[src/rtl/mips_pkg.sv]
`default_nettype none
// ============================================================================
// Module  : mips_pkg
// Purpose : Shared MIPS datapath definitions. Holds the architectural
//           register indices, the write-register mux select encoding and
//           the word / register-index types.
// Ports   : none (package)
// Rev     : 1.0  initial release
// ============================================================================
package mips_pkg;

  localparam int MIPS_DATA_W = 32;
  localparam int MIPS_ADDR_W = 5;

  typedef logic [MIPS_ADDR_W-1:0] reg_idx_t;
  typedef logic [MIPS_DATA_W-1:0] word_t;

  localparam reg_idx_t REG_ZERO = 5'd0;
  localparam reg_idx_t REG_SP   = 5'd29;
  localparam reg_idx_t REG_RA   = 5'd31;

  // Write-register mux select: which instruction field names the destination
  localparam logic [1:0] WR_SEL_RT = 2'b00;
  localparam logic [1:0] WR_SEL_RD = 2'b01;
  localparam logic [1:0] WR_SEL_RS = 2'b10;
  localparam logic [1:0] WR_SEL_RA = 2'b11;

endpackage : mips_pkg
`default_nettype wire

[src/rtl/reg_bank_rd_port.sv]
`default_nettype none
// ============================================================================
// Module  : reg_bank_rd_port
// Purpose : One registered read port of the register bank. Selects between
//           the same-edge write data (write-first bypass), hardwired zero
//           and the stored register value, then registers the result.
// Ports   : clk        - clock, rising edge
//           reset_n    - asynchronous active-low reset
//           i_rd_idx   - register index being read
//           i_rd_data  - stored contents of register i_rd_idx
//           i_wr_en    - write enable of the bank write port
//           i_wr_idx   - write destination index
//           i_wr_data  - write data
//           o_rd_data  - registered read result (1-cycle latency)
// Rev     : 1.0  initial release
// ============================================================================
module reg_bank_rd_port
  import mips_pkg::*;
#(
  parameter int DATA_W = MIPS_DATA_W,
  parameter int ADDR_W = MIPS_ADDR_W
) (
  input  logic              clk,
  input  logic              reset_n,
  input  logic [ADDR_W-1:0] i_rd_idx,
  input  logic [DATA_W-1:0] i_rd_data,
  input  logic              i_wr_en,
  input  logic [ADDR_W-1:0] i_wr_idx,
  input  logic [DATA_W-1:0] i_wr_data,
  output logic [DATA_W-1:0] o_rd_data
);

  logic [DATA_W-1:0] w_next;
  logic [DATA_W-1:0] r_rd_data;

  // Write-first: a write landing on this edge is visible in the same read.
  // Writes to index 0 are ignored, so they must not be bypassed either.
  always_comb begin
    w_next = i_rd_data;
    if (i_wr_en && (i_wr_idx == i_rd_idx) && (i_wr_idx != '0)) begin
      w_next = i_wr_data;
    end else if (i_rd_idx == '0) begin
      w_next = '0;
    end
  end

  always_ff @(posedge clk or negedge reset_n) begin
    if (!reset_n) begin
      r_rd_data <= '0;
    end else begin
      r_rd_data <= w_next;
    end
  end

  assign o_rd_data = r_rd_data;

endmodule : reg_bank_rd_port
`default_nettype wire

[src/rtl/reg_bank.sv]
`default_nettype none
// ============================================================================
// Module  : reg_bank
// Purpose : 32 x 32-bit MIPS general register file with one write port and
//           two registered read ports. $zero is hardwired to 0 and $sp is
//           loaded with SP_INIT on reset.
// Ports   : clk          - clock, rising edge
//           reset_n      - asynchronous active-low reset
//           reg_write    - write enable
//           write_reg    - write destination index (write-register mux)
//           write_data   - write data
//           read_reg_1   - read index, port 1 (rs)
//           read_reg_2   - read index, port 2 (rt)
//           read_data_1  - registered read result, port 1
//           read_data_2  - registered read result, port 2
// Rev     : 1.0  initial release
// ============================================================================
module reg_bank
  import mips_pkg::*;
#(
  parameter int DATA_W  = MIPS_DATA_W,
  parameter int ADDR_W  = MIPS_ADDR_W,
  parameter int SP_IDX  = 29,
  parameter int SP_INIT = 227
) (
  input  logic              clk,
  input  logic              reset_n,
  input  logic              reg_write,
  input  logic [ADDR_W-1:0] write_reg,
  input  logic [DATA_W-1:0] write_data,
  input  logic [ADDR_W-1:0] read_reg_1,
  input  logic [ADDR_W-1:0] read_reg_2,
  output logic [DATA_W-1:0] read_data_1,
  output logic [DATA_W-1:0] read_data_2
);

  localparam int NREGS = 2 ** ADDR_W;

  logic [DATA_W-1:0] r_regs [NREGS];
  logic              w_wr_en;

  // Index 0 is never written, so entry 0 stays at its reset value of zero.
  assign w_wr_en = reg_write && (write_reg != '0);

  always_ff @(posedge clk or negedge reset_n) begin
    if (!reset_n) begin
      for (int i = 0; i < NREGS; i++) begin
        r_regs[i] <= (i == SP_IDX) ? DATA_W'(SP_INIT) : '0;
      end
    end else if (w_wr_en) begin
      r_regs[write_reg] <= write_data;
    end
  end

  reg_bank_rd_port #(
    .DATA_W (DATA_W),
    .ADDR_W (ADDR_W)
  ) u_rd_port_1 (
    .clk       (clk),
    .reset_n   (reset_n),
    .i_rd_idx  (read_reg_1),
    .i_rd_data (r_regs[read_reg_1]),
    .i_wr_en   (reg_write),
    .i_wr_idx  (write_reg),
    .i_wr_data (write_data),
    .o_rd_data (read_data_1)
  );

  reg_bank_rd_port #(
    .DATA_W (DATA_W),
    .ADDR_W (ADDR_W)
  ) u_rd_port_2 (
    .clk       (clk),
    .reset_n   (reset_n),
    .i_rd_idx  (read_reg_2),
    .i_rd_data (r_regs[read_reg_2]),
    .i_wr_en   (reg_write),
    .i_wr_idx  (write_reg),
    .i_wr_data (write_data),
    .o_rd_data (read_data_2)
  );

endmodule : reg_bank
`default_nettype wire

[config.mk]
export PLATFORM = sky130hd
export DESIGN_NAME = reg_bank
export DESIGN_NICKNAME = d
export VERILOG_FILES = /design/src/rtl/mips_pkg.sv /design/src/rtl/reg_bank_rd_port.sv /design/src/rtl/reg_bank.sv
export SDC_FILE = /design/constraint.sdc
export NUM_CORES = 2
export LEC_CHECK = 0
export ABC_AREA = 1
export CAP_MARGIN = 25
export CORE_MARGIN = 4
export CORE_UTILIZATION = 57
export DETAILED_ROUTE_END_ITERATION = 7
export PLACE_DENSITY_LB_ADDON = 0.08
export SYNTH_ARGS = -nofsm -noshare
export SYNTH_HDL_FRONTEND = slang
export SYNTH_SLANG_ARGS = --single-unit
[constraint.sdc]
create_clock -name clk -period 1.1 [get_ports clk]
set_input_delay 0.165 -clock clk [delete_from_list [all_inputs] [get_ports clk]]
set_output_delay 0.165 -clock clk [all_outputs]
set_load 0.02 [all_outputs]
==> flow_results.xml <==
<?xml version="1.0" encoding="UTF-8"?>
<metrics>
  <group name="global_routing">
    <metric name="global_routing_met2_resource_utilization" unit="%">62.6</metric>
    <metric name="met3_usage" unit="%">13.6</metric>
    <metric name="vias_in_the_first_global_route" unit="">56887</metric>
    <metric name="grt_max_degree" unit="">59</metric>
    <metric name="top_usage_layer" unit="">met2</metric>
    <metric name="gr-usage-all-layers" unit="%">43.5</metric>
    <metric name="global_route_wire_length_before_repair" unit="um">355000</metric>
    <metric name="grt_remaining_overflow" unit="">0</metric>
    <metric name="initial_antenna_violation_count" unit="">5</metric>
    <metric name="met1_usage_in_global_routing" unit="%">59.4</metric>
  </group>
  <group name="synth">
    <metric name="main_combinational_cell_family_by_area_after_synthesis" unit="">simple AND/OR/NAND/NOR gates</metric>
    <metric name="synth_fa_ha_area_share" unit="%">0</metric>
    <metric name="synth-main-ff-cell" unit="">sky130_fd_sc_hd__dfrtp_1</metric>
    <metric name="netlist_top_cells_area" unit="">sky130_fd_sc_hd__dfrtp_1 (47%), sky130_fd_sc_hd__nand2_1 (19%), sky130_fd_sc_hd__o21ai_0 (9.9%)</metric>
    <metric name="yosys.cell_count.top_type" unit="">sky130_fd_sc_hd__nand2_1</metric>
    <metric name="post_synth_xor_area_fraction" unit="%">0.0905</metric>
    <metric name="synthCells" unit="">8125</metric>
    <metric name="syn_nets" unit="">8175</metric>
    <metric name="synth.largest_area_cell" unit="">sky130_fd_sc_hd__dfrtp_1</metric>
    <metric name="postSynthRegisterBits" unit="">1088</metric>
    <metric name="synth_top_cell_area_share" unit="%">46.7</metric>
    <metric name="post_synth.cell_area_avg" unit="sq um">7.15</metric>
    <metric name="synth_mux_area_share" unit="%">0</metric>
    <metric name="synth.cells.most_frequent" unit="">sky130_fd_sc_hd__nand2_1 (2969), sky130_fd_sc_hd__o21ai_0 (1150), sky130_fd_sc_hd__dfrtp_1 (1083), sky130_fd_sc_hd__nand3_1 (722), sky130_fd_sc_hd__clkbuf_1 (535)</metric>
    <metric name="synth.yosys.warnings" unit="">0</metric>
    <metric name="seq_area_frac_synth" unit="%">46.9</metric>
    <metric name="synth.distinct_cells" unit="">26</metric>
    <metric name="number_of_flops_mapped_to_enable_cells_by_yosys" unit="">0</metric>
    <metric name="async_set_reset_flop_share_out_of_synthesis" unit="%">100</metric>
    <metric name="area_share_of_and_or_nand_nor_cells_after_synthesis" unit="%">27.6</metric>
    <metric name="synth_compound_area_share" unit="%">18.3</metric>
    <metric name="netlist_area" unit="sq um">58100</metric>
  </group>
  <group name="setup_path">
    <metric name="cp_max_delay_cell" unit="">sky130_fd_sc_hd__dfrtp_1</metric>
    <metric name="cp-start-kind" unit="">register</metric>
    <metric name="cpLargestDelayFamily" unit="">flip-flops</metric>
    <metric name="data_required_time_at_the_worst_endpoint" unit="ps">940</metric>
    <metric name="cell_chain_critical_path" unit="">buf_12, buf_8</metric>
    <metric name="critical_path.max_fanout" unit="">1</metric>
    <metric name="timing.setup.critical_path_class" unit="">reg -&gt; out</metric>
    <metric name="crit_buf_inv" unit="">2</metric>
    <metric name="crit_path_max_incr_delay" unit="ps">420</metric>
    <metric name="worstPathArrival" unit="ps">1440</metric>
    <metric name="timing.critical_path.to_type" unit="">primary output</metric>
  </group>
  <group name="sta">
    <metric name="hold_viol" unit="">0</metric>
    <metric name="timing.final.setup_violations" unit="">127</metric>
    <metric name="setup-tns-final" unit="ps">-30690</metric>
    <metric name="fin_hold_ws" unit="ps">116</metric>
    <metric name="worst_clock_skew" unit="ps">40.0</metric>
    <metric name="worst-slew-pin-transition" unit="ps">759</metric>
    <metric name="rsz0062_at_grt" unit="">true</metric>
    <metric name="worst_slack" unit="ps">-504</metric>
    <metric name="finalWorstPathRequiredPeriod" unit="ps">1600</metric>
    <metric name="timing.max_slew.rel_slack" unit="%">49.4</metric>
    <metric name="final-max-slew-violation-count" unit="">0</metric>
    <metric name="share_of_the_clock_period_used_by_the_worst_path" unit="%">146</metric>
    <metric name="timing.fmax" unit="GHz">0.624</metric>
  </group>
  <group name="finish">
    <metric name="final-seq-area" unit="sq um">27300</metric>
    <metric name="fraction_of_layout_cells_with_a_size_suffix_above_1" unit="%">19.0</metric>
    <metric name="layout.cell_area.non_filler" unit="sq um">73200</metric>
    <metric name="multi_input_area" unit="sq um">28400</metric>
    <metric name="n_fill_cell" unit="">7799</metric>
    <metric name="syn_to_final_growth" unit="%">25.9</metric>
    <metric name="layout.nets" unit="">8417</metric>
    <metric name="finish.utilization" unit="%">72.7</metric>
  </group>
  <group name="pwr">
    <metric name="leakagePower" unit="nW">33.9</metric>
    <metric name="vdd.ir_drop.worst" unit="V">0.00167</metric>
    <metric name="power_dens_cells" unit="nW/um^2">1660</metric>
  </group>
  <group name="cts">
    <metric name="cts.sink_count" unit="">1088</metric>
    <metric name="cts.clk_slew.worst_paths" unit="ps">60</metric>
    <metric name="cts_made_buffers" unit="">118</metric>
    <metric name="root_buffer" unit="">sky130_fd_sc_hd__clkbuf_16</metric>
    <metric name="insertion_delay" unit="ps">740</metric>
    <metric name="tritoncts_clock_tree" unit="">done</metric>
    <metric name="cts.htree.levels" unit="">3</metric>
    <metric name="clock_path_buffers" unit="">3</metric>
  </group>
  <group name="run_status">
    <metric name="run_status" unit="">finished, violations left</metric>
    <metric name="failed_checks" unit="">design-rule violations, negative setup slack</metric>
  </group>
  <group name="routing">
    <metric name="first_iter_violations" unit="">9316</metric>
    <metric name="drc" unit="">1</metric>
    <metric name="post_drt_via_cell_ratio" unit="">6.28</metric>
    <metric name="totalWireLength" unit="um">239000</metric>
    <metric name="antenna_violating_nets_remaining" unit="">0</metric>
    <metric name="num_vias" unit="">61703</metric>
    <metric name="route.detailed.wl_per_inst" unit="um">24.3</metric>
    <metric name="detailedRoute.firstPassIterationCount" unit="">8</metric>
  </group>
  <group name="floorplanning">
    <metric name="row_count" unit="">116</metric>
    <metric name="start_util" unit="%">57.8</metric>
    <metric name="die-area" unit="sq um">107000</metric>
    <metric name="die_h" unit="um">327</metric>
    <metric name="chipWidth" unit="um">327</metric>
    <metric name="core_region_area" unit="sq um">101000</metric>
    <metric name="pin_count" unit="">114</metric>
  </group>
  <group name="placed_design">
    <metric name="placement.cell_area" unit="sq um">66500</metric>
    <metric name="port_buffers" unit="">113</metric>
    <metric name="gp_routability_congestion" unit="">0.958</metric>
    <metric name="dpl.hpwl" unit="um">153000</metric>
  </group>
  <group name="worst_hold_path">
    <metric name="worst_hold_path_type" unit="">in -&gt; async</metric>
  </group>
  <group name="flow_run">
    <metric name="cap_viol_max_count" unit="">0</metric>
  </group>
</metrics>
[report_power, final]
group          internal, mW  leakage (nW)  switching, mW
clock network          24.8          2.00           17.3
logic                  10.9          18.1           15.6
registers              47.5          13.8           5.80
[repair_timing]
action,4_1_cts,5_1_grt
hold buffers,2,1
endpoints found under the setup margin,1054,240
hold endpoints to repair,1087,9
cloned,5,4
resized for setup,691,313
pin swaps,221,265
setup buffers,32,49
[layout make-up]
cell class / instances / share of cell area [%]
multi-input combinational: 5977 / 38.8
inverter: 323 / 1.68
timing repair buffer: 859 / 14.3
clock buffer: 173 / 4.68
clock inverter: 46 / 0.898
tap: 1357 / 2.32
sequential: 1088 / 37.3
antenna: 5 / 0.0171
[kinds of logic after synthesis]
group                  count (synthesis)
AND/OR/NAND/NOR                     3989
AO/OA/AOI/OAI                       1982
flip-flops                          1088
buffers and inverters               1060
XOR/XNOR                               6
[worst paths after layout]
check,slack [ps],startpoint,endpoint,cells past startpoint
hold / removal,120,reset_n,r_regs[833],3
max in group asynchronous,60,reset_n,r_regs[165],3
hold reg to reg,400,r_regs[1017],r_regs[1017],0
setup / recovery,-500,u_rd_port_1.o_rd_data[11],read_data_1[11],2
setup reg to reg,-150,r_regs[831],u_rd_port_2.o_rd_data[31],6
min in group clk,130,read_reg_1[4],u_rd_port_1.o_rd_data[26],5
[flip-flops by register name (all words and copies together), names as in the netlist]
register,flops
u_rd_port_1.o_rd_data,32
u_rd_port_2.o_rd_data,32
r_regs,1024
[worst min-delay path, stage by stage]
cell	delay (ps)
sky130_fd_sc_hd__dlygate4sd3_1	570
sky130_fd_sc_hd__buf_8	250
sky130_fd_sc_hd__buf_12	220
[metrics by stage]
| step | setup WS (ps) | instances | power, mW |
|---|---|---|---|
| final | -504 | 9828 | 122 |
| after global routing | -525 | 9824 | 127 |
| after CTS | -518 | 9770 | 120 |
| after detailed placement | -1020 | 9514 | 77.0 |
| after global placement | -1010 | 9514 | 76.0 |
| after floorplan | -310 | 8125 | 66.2 |
[per-layer routing]
layer  share of wire [%]  vias up
met1                  38    28996
met2                  42     4611
met5                   0        -
li1                    -    27174
met3                  15      922
met4                 6.0        0
[cell usage in the layout, fill, tap and decap left out, types with 146 or more instances in the layout]
cell type                  synthesis  routed
sky130_fd_sc_hd__o21ai_0        1150    1057
sky130_fd_sc_hd__inv_1           311     146
sky130_fd_sc_hd__nand3_2           0     159
sky130_fd_sc_hd__dfrtp_1        1083    1057
sky130_fd_sc_hd__nand3_1         722     555
sky130_fd_sc_hd__buf_4             1     460
sky130_fd_sc_hd__inv_2             9     172
sky130_fd_sc_hd__a21oi_1         478     390
sky130_fd_sc_hd__nand2_1        2969    2885
sky130_fd_sc_hd__o211ai_1        270     270
sky130_fd_sc_hd__buf_12            0     272
sky130_fd_sc_hd__nor2_1          268     248
sky130_fd_sc_hd__o21ai_1          82     172
Power figures use the tool's default switching activity.
